[config.mk]
export PLATFORM = sky130hd
export DESIGN_NAME = local_hist_unit
export DESIGN_NICKNAME = d
export VERILOG_FILES = /design/src/rtl/lht_pkg.sv /design/src/rtl/lht_storage.sv /design/src/rtl/local_hist_unit.sv
export SDC_FILE = /design/constraint.sdc
export NUM_CORES = 1
export LEC_CHECK = 0
export BUFFER_PORTS_ARGS = -buffer_cell sky130_fd_sc_hd__buf_2
export CORE_MARGIN = 3
export CORE_UTILIZATION = 61
export CTS_CLUSTER_SIZE = 40
export DETAILED_ROUTE_END_ITERATION = 8
export PLACE_DENSITY_LB_ADDON = 0.1
export SLEW_MARGIN = 10
export SYNTH_ARGS = -nofsm -noshare
export SYNTH_HDL_FRONTEND = slang
export SYNTH_SLANG_ARGS = --single-unit
[constraint.sdc]
create_clock -name clk -period 7.75 [get_ports clk]
set_input_delay 1.1625 -clock clk [delete_from_list [all_inputs] [get_ports clk]]
set_output_delay 1.1625 -clock clk [all_outputs]
set_load 0.05 [all_outputs]
[src/rtl/lht_pkg.sv]
// ============================================================================
// Module   : lht_pkg
// Purpose  : Shared types and defaults for the local branch-history table.
// Revision : 1.0 - initial release
// ============================================================================
`default_nettype none

package lht_pkg;

  localparam int LHT_DEF_ENTRIES = 16;
  localparam int LHT_DEF_HIST_W  = 62;
  // Upper bound on the index width carried in lht_upd_t
  localparam int LHT_IDX_MAX_W   = 16;

  typedef enum logic [0:0] {
    LHT_INIT = 1'b0,
    LHT_RUN  = 1'b1
  } lht_state_e;

  typedef struct packed {
    logic [LHT_IDX_MAX_W-1:0] idx;
    logic                     taken;
  } lht_upd_t;

endpackage

`default_nettype wire

[src/rtl/lht_storage.sv]
// ============================================================================
// Module   : lht_storage
// Purpose  : Un-reset history array, one combinational read port and one
//            synchronous write port; drop-in point for an SRAM macro.
// Revision : 1.0 - initial release
// ============================================================================
`default_nettype none

module lht_storage #(
  parameter int NUM_ENTRIES = 16,
  parameter int HIST_W      = 62,
  parameter int IDX_W       = $clog2(NUM_ENTRIES)
) (
  input  logic              clk,
  input  logic              we,
  input  logic [IDX_W-1:0]  waddr,
  input  logic [HIST_W-1:0] wdata,
  input  logic [IDX_W-1:0]  raddr,
  output logic [HIST_W-1:0] rdata
);

  logic [HIST_W-1:0] r_mem [NUM_ENTRIES];

  always_ff @(posedge clk) begin
    if (we) begin
      r_mem[waddr] <= wdata;
    end
  end

  assign rdata = r_mem[raddr];

endmodule

`default_nettype wire

[src/rtl/local_hist_unit.sv]
// ============================================================================
// Module   : local_hist_unit
// Purpose  : Local branch-history table with fetch lookup and commit update
//            ports plus a post-reset/clear zeroing sweep.
//            Macro LHT_BYPASS_EN: same-cycle collision returns write-first data.
// Revision : 1.0 - initial release
// ============================================================================
`default_nettype none

module local_hist_unit
  import lht_pkg::*;
#(
  parameter  int NUM_ENTRIES = LHT_DEF_ENTRIES,
  parameter  int HIST_W      = LHT_DEF_HIST_W,
  localparam int IDX_W       = $clog2(NUM_ENTRIES)
) (
  input  logic              clk,
  input  logic              rst_n,
  input  logic              clear,
  output logic              ready,
  input  logic              lkup_valid,
  input  logic [IDX_W-1:0]  lkup_idx,
  output logic              lkup_rvalid,
  output logic [HIST_W-1:0] lkup_hist,
  input  logic              upd_valid,
  input  logic [IDX_W-1:0]  upd_idx,
  input  logic              upd_taken
);

`ifdef LHT_BYPASS_EN
  localparam bit c_bypass = 1'b1;
`else
  localparam bit c_bypass = 1'b0;
`endif

  lht_state_e        r_state;
  lht_state_e        w_state_nxt;
  logic [IDX_W-1:0]  r_ptr;
  logic [IDX_W-1:0]  w_ptr_nxt;
  logic              w_last;
  logic              w_lkup_acc;
  logic              w_upd_acc;
  logic              w_hit;
  lht_upd_t          w_upd;
  logic [HIST_W-1:0] w_upd_shift;
  logic [HIST_W-1:0] w_lkup_data;
  logic              w_we;
  logic [IDX_W-1:0]  w_waddr;
  logic [HIST_W-1:0] w_wdata;
  logic [IDX_W-1:0]  w_raddr [2];
  logic [HIST_W-1:0] w_rd    [2];
  logic              r_lkup_rvalid;
  logic [HIST_W-1:0] r_lkup_hist;

  assign ready      = (r_state == LHT_RUN);
  assign w_last     = (r_ptr == IDX_W'(NUM_ENTRIES - 1));
  assign w_lkup_acc = lkup_valid & ready;
  assign w_upd_acc  = upd_valid & ready;

  assign w_upd.idx   = LHT_IDX_MAX_W'(upd_idx);
  assign w_upd.taken = upd_taken;

  always_ff @(posedge clk or negedge rst_n) begin
    if (!rst_n) begin
      r_state <= LHT_INIT;
      r_ptr   <= '0;
    end else begin
      r_state <= w_state_nxt;
      r_ptr   <= w_ptr_nxt;
    end
  end

  always_comb begin
    w_state_nxt = r_state;
    w_ptr_nxt   = r_ptr;
    case (r_state)
      LHT_INIT: begin
        if (clear) begin
          w_ptr_nxt = '0;
        end else if (w_last) begin
          w_state_nxt = LHT_RUN;
          w_ptr_nxt   = '0;
        end else begin
          w_ptr_nxt = r_ptr + IDX_W'(1);
        end
      end
      LHT_RUN: begin
        if (clear) begin
          w_state_nxt = LHT_INIT;
          w_ptr_nxt   = '0;
        end
      end
    endcase
  end

  // Bank 0 serves fetch lookups, bank 1 supplies the old history for the shift
  assign w_raddr[0] = lkup_idx;
  assign w_raddr[1] = w_upd.idx[IDX_W-1:0];

  assign w_upd_shift = {w_rd[1][HIST_W-2:0], w_upd.taken};

  always_comb begin
    w_we    = 1'b0;
    w_waddr = w_upd.idx[IDX_W-1:0];
    w_wdata = w_upd_shift;
    if (r_state == LHT_INIT) begin
      w_we    = 1'b1;
      w_waddr = r_ptr;
      w_wdata = '0;
    end else if (w_upd_acc) begin
      w_we = 1'b1;
    end
  end

  generate
    for (genvar b = 0; b < 2; b++) begin : g_bank
      lht_storage #(
        .NUM_ENTRIES (NUM_ENTRIES),
        .HIST_W      (HIST_W),
        .IDX_W       (IDX_W)
      ) u_mem (
        .clk   (clk),
        .we    (w_we),
        .waddr (w_waddr),
        .wdata (w_wdata),
        .raddr (w_raddr[b]),
        .rdata (w_rd[b])
      );
    end
  endgenerate

  assign w_hit       = w_upd_acc && (w_upd.idx == LHT_IDX_MAX_W'(lkup_idx));
  assign w_lkup_data = (c_bypass && w_hit) ? w_upd_shift : w_rd[0];

  always_ff @(posedge clk or negedge rst_n) begin
    if (!rst_n) begin
      r_lkup_rvalid <= 1'b0;
      r_lkup_hist   <= '0;
    end else begin
      r_lkup_rvalid <= w_lkup_acc;
      if (w_lkup_acc) begin
        r_lkup_hist <= w_lkup_data;
      end
    end
  end

  assign lkup_rvalid = r_lkup_rvalid;
  assign lkup_hist   = r_lkup_hist;

endmodule

`default_nettype wire

==> results of run 1 <==
-- area by class of cell --
class / instances / area [um^2] / area share [%]
flip-flops and latches: 1060 / 31500 / 59.3
multi-input cells: 1600 / 15800 / 29.7
clock buffers: 144 / 2960 / 5.57
well taps: 1040 / 1300 / 2.45
repair buffers: 131 / 973 / 1.83
clock inverters: 54 / 589 / 1.11
inverters: 4 / 20.0 / 0.0377
diodes: 1 / 2.50 / 0.00471
-- power by group through the flow --
| stage | combinational [mW] | clock, mW | sequential (mW) |
|---|---|---|---|
| floorplan | 0.621 | 0 | 6.70 |
| global placement | 1.05 | 0 | 6.55 |
| detailed placement | 1.07 | 0 | 6.57 |
| CTS | 1.07 | 5.24 | 6.45 |
| global route | 1.13 | 5.49 | 6.46 |
| finish | 1.07 | 5.18 | 6.45 |
-- critical path: stages, from the launching register on --
cell	delay, ns
dfrtp_1	0.99
nand2_4	0.61
nor2_4	0.96
buf_4	0.88
nand4_1	0.39
nand3_1	0.20
-- worst paths after layout --
check / endpoint / cells after the start / slack (ns)
max: lkup_hist[30] / 5 / 3.55
min: lkup_hist[20] / 2 / 0.47
max reg2reg: lkup_hist[30] / 5 / 3.55
min reg2reg: lkup_hist[20] / 2 / 0.47
max in group asynchronous: lkup_hist[0] / 2 / 5.85
min in group asynchronous: lkup_rvalid / 1 / 0.64
-- state kept, by name (all words and copies together), names as in the netlist --
name / flops
ready: 1
g_bank.u_mem.r_mem: 992
lkup_rvalid: 1
r_ptr: 4
lkup_hist: 62
-- synth_stat cells (26+ instances only) --
cell / instances / share of area, %
nand4_1: 54 / 0.70
nand3_1: 146 / 1.5
a21oi_1: 26 / 0.27
nor2_1: 28 / 0.22
o22ai_1: 49 / 0.64
buf_2: 84 / 0.87
mux2i_1: 620 / 13
mux4_2: 232 / 11
a22oi_1: 186 / 2.9
nand2_1: 205 / 1.6
buf_4: 26 / 0.40
clkbuf_1: 74 / 0.58
dfrtp_1: 68 / 3.5
edfxtp_1: 992 / 62
-- metal layers --
layer	track usage, %	wire (um)
met5	0	0
met4	10.3	3710
met3	5.25	11800
met2	50.3	61400
met1	44.0	50200
-- stage by stage --
step | power (mW) | cells | instance area, um^2 | utilization [%] | worst slack, ns
floorplan | 7.32 | 2882 | 48300 | - | 2.64
global placement | 7.61 | 3835 | 49600 | 63.5 | 3.13
detailed placement | 7.63 | 3835 | 49600 | 63.5 | 3.01
CTS | 12.8 | 4033 | 53100 | 68.1 | 3.71
global route | 13.1 | 4033 | 53100 | 68.1 | 3.42
finish | 12.7 | 4034 | 53100 | 68.1 | 3.55
-- kinds of logic (layout without fill, tap and decap cells) --
| logic type | count (synthesis) | count (layout) | share of synthesized area [%] |
|---|---|---|---|
| fa+ha+maj | 1 | 1 | 0.0259 |
| compound gates | 294 | 294 | 4.32 |
| simple gates | 452 | 452 | 4.27 |
| other cells | 0 | 1 | 0 |
| mux | 852 | 852 | 23.7 |
| flops | 1060 | 1060 | 65.2 |
| buf+inv | 222 | 333 | 2.45 |
| xor+xnor | 1 | 1 | 0.0181 |
==> results.sh, run 1 <==
export IMPL_synth_async_reset_ratio_pct=6.42
export IMPL_routabilityCongestion=0.779
export IMPL_row_count=102
export IMPL_die_h_um=287
export IMPL_power_leakage_nw=19.0
export IMPL_area_delta_synth_final_pct=10.0
export IMPL_crit_fanout=41
export IMPL_n_fill_cell=5067
export IMPL_die_area_mm2=0.0825
export IMPL_antenna_found_initial=1
export IMPL_initial_utilization_pct=61.9
export IMPL_hold_class="flop to flop"
export IMPL_p_per_area_mw_per_mm2=239
export IMPL_ys_warn_count=0
export IMPL_root_buffer="clkbuf_16"
export IMPL_drtIter0Drc=3085
export IMPL_vias=28600
export IMPL_whs_ns=0.474
export IMPL_grt_pass1_vias=29600
export IMPL_core_mm2=0.0780
export IMPL_grt_ovfl_total=0
export IMPL_io_pins=78
export IMPL_finalHoldViolCount=0
export IMPL_maxSlewHeadroom_pct=10.7
export IMPL_tns_ns=0
export IMPL_track_usage_pct=31.2
export IMPL_grt_pass1_wl_um=189000
export IMPL_period_share_pct=54.2
export IMPL_cts_repair_timing_setup_buffer_count=0
export IMPL_cp_arrival_ns=4.78
export IMPL_seq_power_share_pct=50.8
export IMPL_status="finished, final reports clean"
export IMPL_p_int_mw=9.83
export IMPL_die_w_um=287
export IMPL_period_needed_ns=4.20
export IMPL_yosysUniqueCellTypes=33
export IMPL_rsz0062_at_grt="false"
export IMPL_synth_edf_count=992
export IMPL_clkPwrFrac_pct=40.8
export IMPL_synthFlopType="edfxtp_1"
export IMPL_cap_violations=0
export IMPL_yosysSeqAreaShare_pct=65.2
export IMPL_wl_um=127000
export IMPL_ys_ff_latch=1060
export IMPL_switching_share_pct=22.6
export IMPL_max_freq_mhz=238
export IMPL_netlist_area_mm2=0.0483
export IMPL_dr_pass1_iters=5
export IMPL_synth_nets=2897
export IMPL_startpoint="ready"
export IMPL_peakVddDrop_mv=0.211
export IMPL_hold_start="lkup_hist[20]"
export IMPL_io_buffers=77
export IMPL_setup_viol=0
export IMPL_cts_inserted_buffers=105
export IMPL_cp_start_kind="flop"
export IMPL_tightestPinTransition_ns=1.34
export IMPL_path_clk_slew_ns=0.06
export IMPL_post_drt_wl_per_cell_um=31.5
export IMPL_drt_vias_per_instance=7.08
export IMPL_dp_hpwl_um=62400
export IMPL_antenna_left=0
export IMPL_layout_drive_gt1_share_pct=18.4
export IMPL_fin_skew_ns=0.0199
export IMPL_clock_sinks=1060
export IMPL_clkLatencyLatePin_ns=0.66
export IMPL_ctsHtreeMaxLevel=3
export IMPL_avgSynthCellArea_um2=16.7
export IMPL_required_ns=8.33
export IMPL_finalMaxSlewViolations=0
export IMPL_power_switching_mw=2.88
export IMPL_drc=0
export IMPL_cts_resized=0
export IMPL_final_common_cell="edfxtp_1"
export IMPL_fin_nets=2917
export IMPL_worst_setup_path_end_kind="flop"
export IMPL_worstReg2RegStart="ready"
export IMPL_cts_tree="built"
export IMPL_criticalPathCategory="flop to flop"
export IMPL_hold_buffers=0
export IMPL_clock_path_buffers=3
export IMPL_grt_max_degree=143
export IMPL_layout_common_cells="992 x edfxtp_1, 620 x mux2i_1, 232 x mux4_2"
export IMPL_synthCells=2882
export IMPL_pwr_share_comb_pct=8.4
(Power assumes the default switching activity.)
==> inputs of run 2 (changes only) <==
Settings changed: CORE_UTILIZATION 61 to 57.
Clock period 7.75 ns to 3.8 ns, I/O delays scaled along.
==> results.sh, run 2 (same netlist as run 1, synthesis figures left out) <==
export IMPL_status="finished, final reports clean"
export IMPL_routabilityCongestion=0.808
export IMPL_wl_um=131000
export IMPL_drt_vias_per_instance=6.88
export IMPL_finalPower_mw=26.5
export IMPL_layout_common_cells="992 x edfxtp_1, 620 x mux2i_1, 232 x mux4_2"
export IMPL_cp_start_kind="flop"
export IMPL_whs_ns=0.100
export IMPL_final_common_cell="edfxtp_1"
export IMPL_core_mm2=0.0838
export IMPL_setup_viol=0
export IMPL_grt_max_degree=125
export IMPL_row_count=106
export IMPL_crit_fanout=23
export IMPL_p_per_area_mw_per_mm2=487
export IMPL_top_register="g_bank.u_mem.r_mem"
export IMPL_initial_utilization_pct=57.6
export IMPL_placed_cells=4002
export IMPL_required_ns=4.14
export IMPL_die_w_um=297
export IMPL_hold_class="input port to async pin"
export IMPL_drtIter0Drc=3086
export IMPL_fin_skew_ns=0.0199
export IMPL_grt_pass1_vias=29900
export IMPL_worst_setup_path_end_kind="flop"
export IMPL_hold_buffers=0
export IMPL_cts_tree="built"
export IMPL_vias=29000
export IMPL_tightestPinTransition_ns=1.21
export IMPL_rsz0062_at_grt="false"
export IMPL_ctsHtreeMaxLevel=3
export IMPL_cts_repair_timing_setup_buffer_count=0
export IMPL_layout_drive_gt1_share_pct=21.1
export IMPL_power_leakage_nw=19.7
export IMPL_root_buffer="clkbuf_16"
export IMPL_grt_ovfl_total=0
export IMPL_max_freq_mhz=336
export IMPL_period_share_pct=78.4
export IMPL_period_needed_ns=2.98
export IMPL_r2r_slack_ns=0.82
export IMPL_place_ws_ns=0.553
export IMPL_fin_area_mm2=0.0544
export IMPL_cts_resized=0
export IMPL_peakVddDrop_mv=0.328
export IMPL_dr_pass1_iters=5
export IMPL_cp_arrival_ns=3.32
export IMPL_worstReg2RegStart="ready"
export IMPL_post_drt_wl_per_cell_um=31.0
export IMPL_n_fill_cell=5833
export IMPL_largest_register_ffs=992
export IMPL_die_area_mm2=0.0882
export IMPL_cpPeakStageDelay_ns=0.98
export IMPL_track_usage_pct=29.3
export IMPL_slowest_stage="nor2_4"
export IMPL_finalHoldViolCount=0
export IMPL_path_clk_slew_ns=0.06
export IMPL_die_h_um=297
export IMPL_area_delta_synth_final_pct=12.8
export IMPL_clkLatencyLatePin_ns=0.67
export IMPL_io_pins=78
export IMPL_clock_path_buffers=3
export IMPL_fin_nets=2995
export IMPL_fin_ws_ns=0.821
export IMPL_criticalPathCategory="flop to flop"
export IMPL_worstPathCellList="nor2b_1 -> a31oi_1 -> nor2_4 -> buf_4"
export IMPL_antenna_found_initial=3
export IMPL_dp_hpwl_um=66400
export IMPL_maxSlewHeadroom_pct=19.4
export IMPL_finalMaxSlewViolations=0
export IMPL_antenna_left=0
export IMPL_stdcell_count=4210
export IMPL_grt_pass1_wl_um=192000
export IMPL_cts_inserted_buffers=109
export IMPL_tns_ns=0
export IMPL_postPlaceCellArea_mm2=0.0506
export IMPL_io_buffers=77
export IMPL_startpoint="ready"
export IMPL_fin_util_pct=65.0
export IMPL_cap_violations=0
export IMPL_clock_sinks=1060
export IMPL_drc=0
[run 2: cell types whose count changed in the layout (fill, tap and decap cells not counted), moves of 3 or more]
cell,change
clkbuf_16,+4
clkbuf_1,-10
clkinvlp_4,+11
clkinv_1,-6
buf_4,+41
clkinv_2,+4
buf_12,+33
bufinv_16,+3
[run 2: critical path: cells and delay by family (launching register included)]
family / cells / cell delay [ns]
flops: 1 / 0.70
simple gates: 2 / 1.23
buf+inv: 1 / 0.44
compound gates: 1 / 0.28
[run 2: layer usage]
layer | vias to the layer above | GRT usage [%] | part of all wire, %
li1 | 12000 | - | -
met1 | 15200 | 40.3 | 39
met3 | 271 | 5.38 | 9.2
met2 | 1531 | 48.0 | 49
met4 | 4 | 9.68 | 2.8
met5 | - | 0.866 | 0.053
[run 2: path summary, 6_finish.rpt]
kind / end / depth (start not counted)
min in group clk: r_ptr[2] / 2
max in group asynchronous: lkup_hist[13] / 2
setup / recovery: g_bank[1].u_mem.r_mem[6][6] / 4
hold / removal: lkup_rvalid / 1
setup reg to reg: g_bank[1].u_mem.r_mem[6][6] / 4
hold reg to reg: lkup_hist[27] / 2
[run 2: report_power, final]
| group | total, mW | internal [mW] | switching [mW] |
|---|---|---|---|
| logic | 2.22 | 0.799 | 1.42 |
| registers | 13.2 | 13.0 | 0.190 |
| clock network | 11.2 | 6.71 | 4.44 |
| total | 26.5 | 20.5 | 6.05 |
[run 2: final cells by class]
cell class | count | area, um^2 | share of cell area (%)
Antenna cell | 3 | 7.51 | 0.0138
Clock buffer | 139 | 3040 | 5.58
Clock inverter | 65 | 751 | 1.38
Inverter | 4 | 20.0 | 0.0368
Multi-Input combinational cell | 1600 | 15800 | 29.0
Sequential cell | 1060 | 31500 | 57.8
Tap cell | 1134 | 1420 | 2.61
Timing Repair Buffer | 205 | 1940 | 3.57
